[config.mk]
export PLATFORM = sky130hd
export DESIGN_NAME = led_scan_arbiter
export DESIGN_NICKNAME = d
export VERILOG_FILES = /design/src/rtl/led_pkg.sv /design/src/rtl/led_rr_arb.sv /design/src/rtl/led_scan_arbiter.sv
export SDC_FILE = /design/constraint.sdc
export NUM_CORES = 1
export LEC_CHECK = 0
export ABC_AREA = 1
export BUFFER_PORTS_ARGS = -buffer_cell sky130_fd_sc_hd__buf_2
export CAP_MARGIN = 20
export CORE_ASPECT_RATIO = 1.2
export CORE_UTILIZATION = 61
export CTS_BUF_LIST = sky130_fd_sc_hd__clkbuf_4 sky130_fd_sc_hd__clkbuf_8
export DETAILED_ROUTE_END_ITERATION = 8
export HOLD_SLACK_MARGIN = 0.06
export PLACE_DENSITY = 0.86
export SETUP_SLACK_MARGIN = 0.1
export SYNTH_ARGS = -nofsm -noshare
export SYNTH_HDL_FRONTEND = slang
export SYNTH_HIERARCHICAL = 1
export SYNTH_SLANG_ARGS = --single-unit
[constraint.sdc]
create_clock -name clk -period 2.1 [get_ports clk]
set_input_delay 0.42 -clock clk [delete_from_list [all_inputs] [get_ports clk]]
set_output_delay 0.42 -clock clk [all_outputs]
set_load 0.1 [all_outputs]
[src/rtl/led_pkg.sv]
// rtl/led_pkg.sv - shared types and constants for the seven-segment scan controller
package led_pkg;
  typedef logic [4:0] dig_t;

  localparam int         N_DIG     = 8;
  localparam logic [7:0] CS_OFF    = 8'hFF;
  localparam dig_t       DIG_BLANK = 5'h00;

  // Active-low one-hot digit select for a pointer value
  function automatic logic [N_DIG-1:0] cs_sel(input logic [2:0] ptr);
    return ~(N_DIG'(1) << ptr);
  endfunction
endpackage

[src/rtl/led_rr_arb.sv]
// rtl/led_rr_arb.sv - 2-way round-robin arbiter, priority flips to the other side after each grant
module led_rr_arb (
  input  logic       clk,
  input  logic       rst_n,
  input  logic [1:0] req,
  output logic [1:0] gnt
);
  logic prio;  // set: requester 1 wins a tie

  always_comb begin
    gnt = req;
    if (req == 2'b11) gnt = prio ? 2'b10 : 2'b01;
  end

  always_ff @(posedge clk) begin
    if (!rst_n)    prio <= 1'b0;
    else if (|req) prio <= gnt[0];
  end
endmodule

[src/rtl/led_scan_arbiter.sv]
// rtl/led_scan_arbiter.sv - 8-digit frame buffer with RR write port and multiplexed scan
// Optional anti-ghost blanking at the start of each slot: LED_SCAN_BLANK_EN
module led_scan_arbiter
  import led_pkg::*;
#(
  parameter int F_CLK     = 50000000,
  parameter int F_SCAN    = 1000,
  parameter int BLANK_CYC = 64
) (
  input  logic       clk,
  input  logic       rst_n,
  input  logic [1:0] wr_valid,
  input  logic [2:0] wr_addr0,
  input  logic [2:0] wr_addr1,
  input  dig_t       wr_data0,
  input  dig_t       wr_data1,
  output logic [1:0] wr_ready,
  output logic [7:0] cs,
  output dig_t       dig_ctrl,
  output logic       frame_sync
);
  localparam int DIV = F_CLK / F_SCAN;
  localparam int CW  = (DIV > 1) ? $clog2(DIV) : 1;

  if (DIV < 2) begin : g_div_chk
    $error("led_scan_arbiter: slot length DIV=%0d must be >= 2 (BLANK_CYC=%0d)", DIV, BLANK_CYC);
  end
`ifdef LED_SCAN_BLANK_EN
  if (BLANK_CYC >= DIV) begin : g_blank_chk
    $error("led_scan_arbiter: BLANK_CYC=%0d must be < DIV=%0d", BLANK_CYC, DIV);
  end
`endif

  logic [1:0]    gnt;
  dig_t          fbuf [N_DIG];
  logic [CW-1:0] cnt;
  logic [2:0]    ptr;
  logic          slot_end;

  led_rr_arb u_arb (
    .clk   (clk),
    .rst_n (rst_n),
    .req   (wr_valid),
    .gnt   (gnt)
  );

  // Grants are suppressed during reset so no write can be in flight across it
  assign wr_ready = rst_n ? gnt : 2'b00;
  assign slot_end = (cnt == CW'(DIV - 1));

  always_ff @(posedge clk) begin
    if (!rst_n) begin
      for (int i = 0; i < N_DIG; i++) fbuf[i] <= DIG_BLANK;
    end else if (wr_valid[0] && wr_ready[0]) begin
      fbuf[wr_addr0] <= wr_data0;
    end else if (wr_valid[1] && wr_ready[1]) begin
      fbuf[wr_addr1] <= wr_data1;
    end
  end

  // Outputs sample the pre-edge pointer and buffer, so a write shows one edge later
  always_ff @(posedge clk) begin
    if (!rst_n) begin
      cnt        <= '0;
      ptr        <= 3'd0;
      cs         <= CS_OFF;
      dig_ctrl   <= DIG_BLANK;
      frame_sync <= 1'b0;
    end else begin
      cnt        <= slot_end ? '0 : cnt + 1'b1;
      if (slot_end) ptr <= ptr + 3'd1;
      frame_sync <= slot_end && (ptr == 3'd7);
`ifdef LED_SCAN_BLANK_EN
      if (cnt < CW'(BLANK_CYC)) begin
        cs <= CS_OFF;
      end else begin
        cs       <= cs_sel(ptr);
        dig_ctrl <= fbuf[ptr];
      end
`else
      cs       <= cs_sel(ptr);
      dig_ctrl <= fbuf[ptr];
`endif
    end
  end
endmodule

; ---- Word-level counts from Yosys, hierarchy flattened
; Memories as Yosys holds them, arrays and structs flattened. A register that Yosys moved wholly into a read port is not among the register bits.
; Cells that the tools add are included.
[classes]
n_addsub = 2
reduce_logical = 8
shift = 1
muxes = 17
n_bitwise = 2
eq_ne = 3
[ops]
columns = op, count
row1 = 16-bit by 1-bit adder with 16-bit output (second input constant), 1
row2 = 16-bit equality test (second input constant), 1
row3 = 1-bit two-way mux, 10
row4 = 5-bit two-way mux, 2
row5 = 5-bit OR reduction, 2
row6 = 8-bit NOT, 1
row7 = 1-bit by 3-bit left shift with 8-bit output (first input constant), 1
row8 = 2-bit two-way mux, 3
row9 = 3-bit two-way mux, 2
row10 = 2-bit OR reduction, 2
row11 = 3-bit by 1-bit adder with 3-bit output (second input constant), 1
row12 = 3-bit equality test (second input constant), 1
row13 = 1-bit logical AND, 3
row14 = 2-bit equality test (second input constant), 1
row15 = 1-bit logical NOT, 1
row16 = 1-bit NOT, 1
[totals]
inputBits = 20
out_inout_bits = 16
ramBits = 40
mem_count = 1
regBits = 29
[memory_table]
columns = memory, words, word_bits, read_ports, rd_clocked_by_memory_dff, wr, line_no
row1 = fbuf, 8, 5, 1, 1, 8, led_scan_arbiter.sv:35  ; dig_t fbuf [N_DIG];

; ---- Logic depth before layout (Yosys ltp)
; Gate-level depths: netlist of the first run.
[logic_depth]
ltp_word = 10
depth_mapped = 11
depth_no_buf = 9

; ---- Modules after synthesis
; The synthesis of the first run kept the hierarchy.
[by_module_without_submodules]
columns = mod, area_per_inst_um2, seq_area_each_um2, cells_per_inst, n_inst
row1 = led_scan_arbiter, 3679.8, 1861.8, 395, 1
row2 = led_rr_arb, 50.0, 20.0, 8, 1

; ---- Least setup slack after synthesis of the first run
; Ideal clock, no wire load.
[synth_timing]
path_kind = input -> register
start = input port wr_valid[1]
end = memory fbuf[1][0] (netlist name) (enable)
arrival_time_ns = 1.621
path_slack_ns = 0.105
stages = 9
n_path_buf = 1
path_cell_list = inv_1 o21ai_0 nand2_2 nor2_4 buf_6 nand3b_1 nand2_1 nand2_1 o21ai_0
[synth_rtl]
columns = item, line_no
row1 = start: declaration, led_scan_arbiter.sv:12  ; input logic [1:0] wr_valid,
row2 = end: declaration, led_scan_arbiter.sv:35

==> metrics, run 1 <==
portion of the post-synthesis area used by sequential elements=50.5%; final worst clock skew=~14 ps; data required time of the critical path=2170 ps; combinational group share of total power=around 11%; Die Ht=around 90 um; internal power summed over all cells=2.25 mW; worst-path maximum fanout=10; total nets after synthesis=430; buffer count from post-CTS setup fixing=0; Total Power=roughly 3.1 mW; distinct cell type count after synthesis=28; via total after detailed routing=2970; worst hold margin=344 ps; multiplexer share of the synthesized area=0%; number of levels in the clock H-tree=3; crit-path cells=nand2_1 > and2_1 > nand3_2 > nand2_2 > buf_12 > nand2_1 > nand2_1 > nand2_1 > o21ai_1 > buf_4; Netlist Area Pre-Place=3730 um^2; synthesized instance count=403; Clk pin slew, worst setup/hold paths=80 ps; Most Used Layer, Global Route=met2; Setup Viol. Count Final=0; critical path type=reg2reg; cell at the root of the clock tree=clkbuf_8; wire length reported by the detailed router=about 7600 um; transition time at the pin with the least slew margin=around 600 ps; total clock sinks=74; Total GRT Usage=around a quarter; initial antenna violation count=0; clk_lat worst skew=~360 ps; share of flip-flops with an asynchronous set or reset after synthesis=0%; RSZ-0062 raised after global routing=true; Post-synth EDFFs=40; initial standard-cell utilization of the core=64.5%; die extent in x=73.4 um; met1 layer usage reported by global route=between 20% and 30%; complex-gate fraction of the synthesized area=between 7 and 8%; Data arrival, critical path=1870 ps; finished layout cell area=4340 um^2; Yosys Warn Count=6; via/cell ratio=5.46; power density of the placed cells=~710 nW/um^2; Peak supply drop=0.000396 V; maximum clock frequency=0.557 GHz; half-perimeter wire length after placement=5590 um; XOR/XNOR Fraction of Synth Area=0.939%; number of cell rows=30; leakage power summed over all cells=1.65 nW; core area=between 5000 and 6000 um^2; Post-Synth Adder-Cell Area=2.35%; number of buffers between clock root and the deepest sink=2; Critical Path Source Type=register; ports placed on the boundary=36; Yosys reg bits=74; normalized max-slew margin=59.9%; area of the die=6430 um^2; final period demand of the worst path=1790 ps; most numerous cell on the critical path=nand2_1; number of global-route vias before repair=between 2000 and 3000; Critical Path Slowest Stage Cell=dfxtp_1; grt met2 use=46.1%; TritonCTS clock tree=yes; largest net degree at the start of global routing=24; Routed Antenna Nets=0; flip-flop cell with the highest count after synthesis=edfxtp_1; Post-Syn Area per Cell=9.26 um^2; number of max-cap violations=0; count of buffers inserted at the top-level ports=35; run status=finished, final reports clean; met3 Track Usage GR=5.52%; combinational family with the most area after synthesis=simple AND/OR/NAND/NOR gates; nature of the critical path endpoint=register; leading cell type in the layout, fill and taps excluded=nand2_1; first-iteration detailed-routing DRC count=279; Detailed Routing Iterations Pass 1=5; sum of negative setup slack=0 ps; Hold Vio Cnt, Final=0; DR DRC count=0; share of synthesized cell area in and, or, nand and nor gates=between 30% and 40%; Nets=486; proportion of power drawn by the clock network=37.0%; Sw Pwr=812 uW; Final Cycle Share=85.5%; area added between synthesis and finish=16.3%; final RePlAce weighted congestion=0.888; number of max-slew violations in the final report=0; max incr delay on CP=310 ps; commonest cells after routing, fill and taps aside=nand2_1, nor2_1, nor3_2, edfxtp_1, dfxtp_1; share of power burned in registers=between 50% and 60%; CTS Buf Count=9; switching fraction of total power=a little over a quarter; final global-route overflow total=0; Avg WL per Cell=around 14 um; placed standard-cell area=~4100 um^2; proportion of layout cells with a drive suffix above 1=29.1%; diode insertion count for antenna repair=0; worst min-delay path category=in2reg; count of filler cells inserted in the layout=410; first-pass GRT wire length=12000 um
==> stage by stage <==
| stage | util, % | std cells | worst slack (ps) |
|---|---|---|---|
| CTS | 75.0 | 544 | 228 |
| detailed placement | 71.4 | 528 | -26.6 |
| finish | 75.0 | 544 | 305 |
| floorplan | - | 403 | 105 |
| global route | 75.0 | 544 | 81.2 |
| global placement | 71.4 | 528 | 72.6 |
==> per-layer routing <==
layer | routed length [um] | part of all wire [%]
met1 | 3070 | 41
met2 | 3920 | 52
met3 | 339 | 4.5
met4 | 244 | 3.2
met5 | 0 | 0
==> state kept, by name, summed over array words and instances, names as in the netlist <==
name and cells:
fbuf 40, cnt 16, cs 8, dig_ctrl 5, ptr 3, frame_sync 1
u_arb/prio 1
==> kinds of logic (layout without fill, tap and decap cells) <==
logic type,count (synthesis),in the layout
simple gates,214,214
flops,74,74
buf+inv,50,111
xor+xnor,4,4
fa+ha+maj,7,7
compound gates,54,54
==> cell usage after synthesis (4+ instances only) <==
cell | count | area, um^2
a21oi_1 | 12 | 60.1
buf_2 | 4 | 20.0
buf_6 | 8 | 90.1
clkbuf_1 | 6 | 22.5
dfxtp_1 | 34 | 681
edfxtp_1 | 40 | 1200
ha_1 | 7 | 87.6
inv_1 | 31 | 116
nand2_1 | 79 | 297
nand2_2 | 7 | 43.8
nand3_1 | 12 | 60.1
nand3b_1 | 9 | 67.6
nand4_1 | 5 | 31.3
nor2_1 | 50 | 188
nor3_1 | 4 | 20.0
nor3_2 | 40 | 400
o21ai_0 | 31 | 155
o22ai_1 | 10 | 62.6
==> power by group through the flow <==
stage               clock [mW]  sequential, mW  combinational [mW]
floorplan                    0            1.66               0.191
global placement             0            1.62               0.322
detailed placement           0            1.62               0.332
CTS                       1.14            1.59               0.334
global route              1.21            1.60               0.360
finish                    1.13            1.59               0.335
==> final timing paths <==
kind	start	endpoint	slack, ps	depth (start not counted)
worst min register to register	cnt[0]	cnt[0]	450	1
worst max register to register	u_arb/prio	fbuf[6][0]	310	10
worst min-delay path	wr_valid[0]	u_arb/prio	340	3
worst max-delay path	u_arb/prio	fbuf[6][0]	310	10
==> worst max-delay path: cells and delay by family, from the launching register on <==
family                 cells  cell delay, ps
buffers and inverters      2             290
DFF                        1             310
AOI/OAI and AO/OA          1             170
and+or+nand+nor            7             740
==> area by class of cell <==
| cell class | instances | area [um^2] | area share (%) |
|---|---|---|---|
| clock inverters | 7 | 83.8 | 1.93 |
| inverters | 31 | 116 | 2.68 |
| repair buffers | 64 | 435 | 10.0 |
| well taps | 80 | 100 | 2.31 |
| clock buffers | 9 | 124 | 2.86 |
| flip-flops and latches | 74 | 1880 | 43.4 |
| multi-input cells | 279 | 1600 | 36.8 |
==> repair_timing <==
| action | in CTS | in global routing |
|---|---|---|
| hold buffers | 0 | 0 |
| resized for setup | 0 | 4 |
| endpoints found under the hold margin | 0 | 0 |
| endpoints found under the setup margin | 0 | 20 |
Note: power is estimated with default switching activity, not from simulation.
==> run 2: changes to the inputs <==
--- a/config.mk
+++ b/config.mk
@@ -5,15 +5,14 @@
 export SDC_FILE = /design/constraint.sdc
 export NUM_CORES = 1
 export LEC_CHECK = 0
-export ABC_AREA = 1
 export BUFFER_PORTS_ARGS = -buffer_cell sky130_fd_sc_hd__buf_2
 export CAP_MARGIN = 20
 export CORE_ASPECT_RATIO = 1.2
-export CORE_UTILIZATION = 61
+export CORE_UTILIZATION = 60
 export CTS_BUF_LIST = sky130_fd_sc_hd__clkbuf_4 sky130_fd_sc_hd__clkbuf_8
 export DETAILED_ROUTE_END_ITERATION = 8
 export HOLD_SLACK_MARGIN = 0.06
-export PLACE_DENSITY = 0.86
+export PLACE_DENSITY = 0.85
 export SETUP_SLACK_MARGIN = 0.1
 export SYNTH_ARGS = -nofsm -noshare
 export SYNTH_HDL_FRONTEND = slang
==> run 2 against run 1 <==
  * Clock power is essentially flat
  * Die area shrank 8.1%
  * Routed wire length shrank 13%
  * Worst hold slack gained 61 ps
  * Non-clock buffer count shrank 11
  * Fmax shrank 3.4%
  * Global-route usage shrank 0.51 points
  * Total power shrank 3.5%
  * Core utilization shrank 0.80 points
  * Flip-flop and latch count is the same
  * Via count shrank 18%
  * Synthesized cell count shrank 27%
  * Highest routed layer unchanged
==> metrics, run 2 <==
placed standard-cell area=3720 um^2 (-9.8%); Worst R2R Setup Slack=240 ps (-60 ps); final period demand of the worst path=1860 ps (+63.2 ps); data required time of the critical path=2140 ps (-30 ps); Setup Viol. Count Final=0 (unchanged); final RePlAce weighted congestion=0.858 (-3.3%); share of the core filled with cells=74.2% (-0.80 points); number of global-route vias before repair=2360 (-12%); final global-route overflow total=0 (unchanged); nature of the critical path endpoint=register; Yosys reg bits=74 (unchanged); synthesized instance count=295 (-27%); run status=finished, final reports clean; commonest cells after routing, fill and taps aside=nor2_1, edfxtp_1, dfxtp_1; TritonCTS clock tree=yes; worst setup path start=u_arb/prio; Post-synth EDFFs=40 (unchanged); number of max-slew violations in the final report=0 (unchanged); via/cell ratio=5.85 (+7.1%); Avg WL per Cell=15.8 um (+14%); half-perimeter wire length after placement=4680 um (-16%); total clock sinks=74 (unchanged); area of the die=5910 um^2 (-8.1%); leading cell type in the layout, fill and taps excluded=nor2_1; launch point of the worst reg-to-reg path=u_arb/prio; Post-Syn Area per Cell=11.4 um^2 (+23%); maximum clock frequency=0.538 GHz (-3.4%); share of flip-flops with an asynchronous set or reset after synthesis=0% (unchanged); number of buffers between clock root and the deepest sink=2 (unchanged); area added between synthesis and finish=17.6%; share of Yosys cell area claimed by the top area cell type=35.7% (+3.5 points); Critical Path Source Type=register; number of cell rows=29 (-3.3%); die extent in x=70.4 um (-4.1%); critical path type=reg2reg; leading post-synthesis cells by cell area=edfxtp_1, dfxtp_1, mux4_2; DR DRC count=0 (unchanged); first-iteration detailed-routing DRC count=164 (-41%); Die Ht=84.0 um (-4.1%); flip-flop cell with the highest count after synthesis=edfxtp_1; Peak supply drop=0.000437 V (+10%); Cell Count, Final, Fillers Out=417 (-23%); transition time at the pin with the least slew margin=591 ps (-10.9 ps); termination of the worst setup path=fbuf[1][2]; Netlist Area Pre-Place=3370 um^2 (-9.8%); initial standard-cell utilization of the core=63.1% (-1.4 points); total nets after synthesis=322 (-25%); clk_lat worst skew=350 ps (about the same); RSZ-0062 raised after global routing=false; flip-flop count of the largest register, all copies and words added=40 (unchanged); leakage power summed over all cells=1.51 nW (-8.2%); Total GRT Usage=24.9% (-0.51 points); Hold Vio Cnt, Final=0 (unchanged); initial antenna violation count=0 (unchanged); first-pass GRT wire length=11000 um (-8.2%); via total after detailed routing=2438 (-18%); power density of the placed cells=746 nW/um^2 (+5.7%); distinct cell type count after synthesis=46 (+64%); Detailed Routing Iterations Pass 1=7 (+2); count of buffers inserted at the top-level ports=35 (unchanged); biggest registers after layout=fbuf (40), cnt (16), cs (8); wire length reported by the detailed router=6610 um (-13%); largest net degree at the start of global routing=26 (+8.3%); cell at the root of the clock tree=clkbuf_8; worst min-delay path category=in2reg; proportion of layout cells with a drive suffix above 1=28.2% (-0.93 points); hold_buf cts=0 (unchanged); CTS Buf Count=9 (unchanged); most frequently used cell type in the post-synthesis netlist=nor2_1; Routed Antenna Nets=0 (unchanged); number of cells after detailed placement=400 (-24%); cell type contributing the most total cell area after synthesis=edfxtp_1; ports placed on the boundary=36 (unchanged); number of levels in the clock H-tree=3 (unchanged); worst hold margin=406 ps (+61.4 ps); finished layout cell area=3960 um^2 (-8.7%); core area=5330 um^2 (-7.7%); Clk pin slew, worst setup/hold paths=80 ps (about the same); final worst clock skew=7.69 ps (-6.37 ps); cell depth of the worst flop-to-flop path=6 (-4); slack of the critical path=242 ps (-63.2 ps); leading cell types by count after synthesis=nor2_1, edfxtp_1, dfxtp_1, nand2_1; number of max-cap violations=0 (unchanged); Data arrival, critical path=1900 ps (+30 ps); pre-CTS setup slack=-31.9 ps (-5.24 ps); diode insertion count for antenna repair=0 (unchanged); normalized max-slew margin=60.6% (+0.72 points); Nets=377 (-22%); portion of the post-synthesis area used by sequential elements=55.9% (+5.5 points); Yosys Warn Count=6 (unchanged); r2r endpoint=fbuf[1][2]; worst-path maximum fanout=8 (-2); Final Cycle Share=88.5% (+3.0 points); register name with the most flops=fbuf
-- run 2: changes by cell type after synthesis, sizes merged, moves of 9 or more --
cell,delta
nor3,-43
o21ai,-22
o22ai,-10
nand3b,-9
a21oi,-9
inv,-25
nand2,-53
mux4,+10
-- run 2: repair_timing --
| item | CTS | global route |
|---|---|---|
| resized for setup | 0 | 12 |
| setup endpoints to repair | 0 | 80 |
| buffers inserted | 0 | 0 |
-- run 2: metal layers --
metal	vias up	GRT usage [%]	part of all wire, %
met5	-	0	0
met4	0	17.8	3.9
met3	21	4.47	4.4
met2	98	42.3	53
met1	1141	27.6	39
li1	1178	-	-
-- run 2: kinds of logic after synthesis --
| family | count (synthesis) | share of synthesized area, % |
|---|---|---|
| AOI/OAI and AO/OA | 30 | 6.21 |
| xor gates and xnor gates | 13 | 3.38 |
| adders and majority gates | 7 | 2.60 |
| buffers and inverters | 16 | 2.42 |
| DFF | 74 | 55.9 |
| muxes | 17 | 8.77 |
| and+or+nand+nor | 138 | 20.7 |
-- run 2: how the worst min path moves through the flow --
stage	startpoint	end	slack [ps]	cells past startpoint
2_1_floorplan	cnt[0]	cnt[0]	440	1
6_report	wr_valid[0]	u_arb/prio	410	3
3_5_place_dp	cnt[0]	cnt[0]	460	1
3_3_place_gp	cnt[0]	cnt[0]	460	1
4_1_cts	wr_valid[0]	u_arb/prio	380	3
5_1_grt	wr_valid[1]	u_arb/prio	430	3
-- run 2: worst max-delay path, stage by stage, from the launching register on --
cell and delay (ps):
dfxtp_1 340, inv_1 70, a21boi_2 80, and3_2 260, a2111oi_1 420, o21ai_1 140, nand2_1 210
-- run 2: final cells by class --
| class | count | area, um^2 |
|---|---|---|
| clock buffer | 11 | 139 |
| clock inverter | 5 | 60.1 |
| fill | 350 | 1380 |
| inverter | 6 | 22.5 |
| multi-input combinational | 206 | 1440 |
| sequential | 74 | 1880 |
| tap | 62 | 77.6 |
| timing repair buffer | 53 | 340 |
-- run 2: stage by stage --
stage,power [mW],setup TNS (ps)
after floorplan,1.77,0
after global placement,1.86,0
after detailed placement,1.87,-159
after CTS,2.96,0
after global routing,3.06,0
final,2.95,0
-- run 2: power breakdown --
group          internal, mW  switching [mW]
registers              1.57          0.0218
logic                0.0817           0.167
clock network         0.583           0.528
total                  2.24           0.717
==> run 3: changes to the inputs <==
--- a/config.mk
+++ b/config.mk
@@ -8,6 +8,7 @@
 export BUFFER_PORTS_ARGS = -buffer_cell sky130_fd_sc_hd__buf_2
 export CAP_MARGIN = 20
 export CORE_ASPECT_RATIO = 1.2
+export CORE_MARGIN = 8
 export CORE_UTILIZATION = 60
 export CTS_BUF_LIST = sky130_fd_sc_hd__clkbuf_4 sky130_fd_sc_hd__clkbuf_8
 export DETAILED_ROUTE_END_ITERATION = 8
==> run 3 against run 2 <==
  * First-iteration DRC count down 18%
  * Combinational power up 2%
  * Die area up 40%
  * Cell area up 1.0%
  * Sequential share of layout area down 0.49 points
  * Sequential power about the same
  * Critical path depth unchanged
  * Register-to-register slack about the same
  * Count of clock-buffer cells in the layout up 1
  * Total power up 5.1%
  * Non-clock buffer count up 2
  * Routed wire length up 7.3%
==> metrics, run 3 (same netlist as run 2, synthesis figures left out) <==
slack of the critical path=238 ps (-4.44 ps); TritonCTS clock tree=yes; total clock sinks=74 (unchanged); commonest cells after routing, fill and taps aside=nor2_1, edfxtp_1, dfxtp_1; worst-path maximum fanout=5 (-3); Buffers & Inverters on Critical Path=1 (unchanged); normalized max-slew margin=60.6% (about the same); run status=finished, final reports clean; switching fraction of total power=22.6% (-1.7 points); half-perimeter wire length after placement=5160 um (+10%); count of buffers inserted at the top-level ports=35 (unchanged); category of cells accounting for the largest share of critical-path delay=simple AND/OR/NAND/NOR gates; Die Ht=98.0 um (+17%); finished layout cell area=4000 um^2 (+1.0%); termination of the worst setup path=fbuf[5][4]; launch point of the worst reg-to-reg path=u_arb/prio; wire length reported by the detailed router=7090 um (+7.3%); CTS Buf Count=9 (unchanged); area of the die=8270 um^2 (+40%); Most Used Layer, Global Route=met2; final period demand of the worst path=1860 ps (+4.44 ps); met1 layer usage reported by global route=19.5% (-8.1 points); leakage power summed over all cells=1.54 nW (+1.5%); r2r endpoint=fbuf[5][4]; core area=5560 um^2 (+4.2%); initial standard-cell utilization of the core=60.6% (-2.5 points); largest net degree at the start of global routing=23 (-12%); number of max-cap violations=0 (unchanged); Hold Vio Cnt, Final=0 (unchanged); leading cell type in the layout, fill and taps excluded=nor2_1; Routed Antenna Nets=0 (unchanged); data required time of the critical path=2150 ps (about the same); hold_buf cts=0 (unchanged); grt met2 use=32.3% (-9.9 points); max incr delay on CP=390 ps (-30 ps); number of buffers between clock root and the deepest sink=2 (unchanged); worst setup path start=u_arb/prio; logic depth of the worst setup path including buffers=6 (unchanged); number of max-slew violations in the final report=0 (unchanged); transition time at the pin with the least slew margin=590 ps (-0.581 ps); number of levels in the clock H-tree=3 (unchanged); Setup Viol. Count Final=0 (unchanged); flip-flop count of the largest register, all copies and words added=40 (unchanged); combinational group share of total power=8.1% (-0.3 points); first-pass GRT wire length=12000 um (+9.0%); sum of negative setup slack=0 ps (unchanged); buffer count from post-CTS setup fixing=0 (unchanged); Total GRT Usage=18.2% (-6.7 points); cell at the root of the clock tree=clkbuf_8; Clk pin slew, worst setup/hold paths=80 ps (about the same); nature of the critical path endpoint=register; Sw Pwr=700 uW (-2.3%); via total after detailed routing=2429 (-0.37%); proportion of power drawn by the clock network=40.5% (+2.9 points); crit-path cells=inv_1 > a21boi_2 > nand3_2 > nor4b_1 > o21ai_1 > nand2_2; met3 Track Usage GR=4.37% (-0.099 points); number of cell rows=30 (+3.4%); Hold Crit Depth=3 (unchanged); power density of the placed cells=776 nW/um^2 (+4.0%); Avg WL per Cell=16.8 um (+6.3%); via/cell ratio=5.77 (-1.3%); worst min-delay path category=in2reg; internal power summed over all cells=2.40 mW (+7.5%); number of global-route vias before repair=2520 (+6.8%); clk_lat worst skew=340 ps (about the same); biggest registers after layout=fbuf (40), cnt (16), cs (8); cell depth of the worst flop-to-flop path=6 (unchanged); diode insertion count for antenna repair=0 (unchanged); proportion of layout cells with a drive suffix above 1=28.0% (-0.16 points); Worst R2R Setup Slack=240 ps (about the same); Peak supply drop=0.000529 V (+21%); Critical Path Slowest Stage Cell=nor4b_1; pre-CTS setup slack=-69.0 ps (-37.1 ps); initial antenna violation count=0 (unchanged); Data arrival, critical path=1910 ps (about the same); die extent in x=84.4 um (+20%); area added between synthesis and finish=18.8%; Detailed Routing Iterations Pass 1=4 (-3); Nets=379 (+0.53%); placed standard-cell area=3740 um^2 (+0.47%); register name with the most flops=fbuf; RSZ-0062 raised after global routing=false; Total Power=3.10 mW (+5.1%); Critical Path Source Type=register; final worst clock skew=7.44 ps (-0.249 ps); ports placed on the boundary=36 (unchanged); DR DRC count=0 (unchanged); Final Cycle Share=88.7% (+0.21 points); maximum clock frequency=0.537 GHz (-0.24%); critical path type=reg2reg; first-iteration detailed-routing DRC count=134 (-18%); share of power burned in registers=51.4% (-2.5 points); final RePlAce weighted congestion=0.916 (+6.8%); final global-route overflow total=0 (unchanged)
[run 3: how the worst min path moves through the flow]
stage	to	slack, ps	start
after floorplan	cnt[0]	440	cnt[0]
after global placement	cnt[0]	460	cnt[0]
after detailed placement	cnt[0]	470	cnt[0]
after CTS	u_arb/prio	380	wr_valid[0]
after global routing	u_arb/prio	410	wr_valid[1]
final	u_arb/prio	410	wr_valid[0]
[run 3: area by class of cell]
class | count | area, um^2
Clock buffer | 12 | 159
Clock inverter | 4 | 73.8
Fill cell | 381 | 1560
Inverter | 6 | 22.5
Multi-Input combinational cell | 206 | 1430
Sequential cell | 74 | 1880
Tap cell | 64 | 80.1
Timing Repair Buffer | 55 | 355
[run 3: layer usage]
metal	share of wire, %	routed length [um]
met3	3.9	280
met4	3.6	254
met2	52	3710
met1	40	2840
met5	0	0
[run 3: tightest hold or removal path: stages]
cell and delay, ps:
buf_2 130, o21ai_1 60, a21oi_1 100
[run 3: what timing repair did]
action	4_1_cts	5_1_grt
gates cloned	0	1
resized for setup	1	8
endpoints found under the setup margin	5	80
pin swaps	0	1
[run 3: power by group through the flow]
stage	combinational [mW]	clock (mW)	sequential, mW
2_1_floorplan	0.121	0	1.65
3_3_place_gp	0.237	0	1.62
3_5_place_dp	0.245	0	1.63
4_1_cts	0.246	1.26	1.59
5_1_grt	0.269	1.34	1.60
6_report	0.252	1.26	1.59
[run 3: metrics by stage]
step | instances | hold slack [ps] | utilization, %
global route | 421 | 409 | 72.0
floorplan | 295 | 438 | -
global placement | 404 | 457 | 67.4
finish | 421 | 406 | 72.0
CTS | 420 | 378 | 71.7
detailed placement | 404 | 468 | 67.4
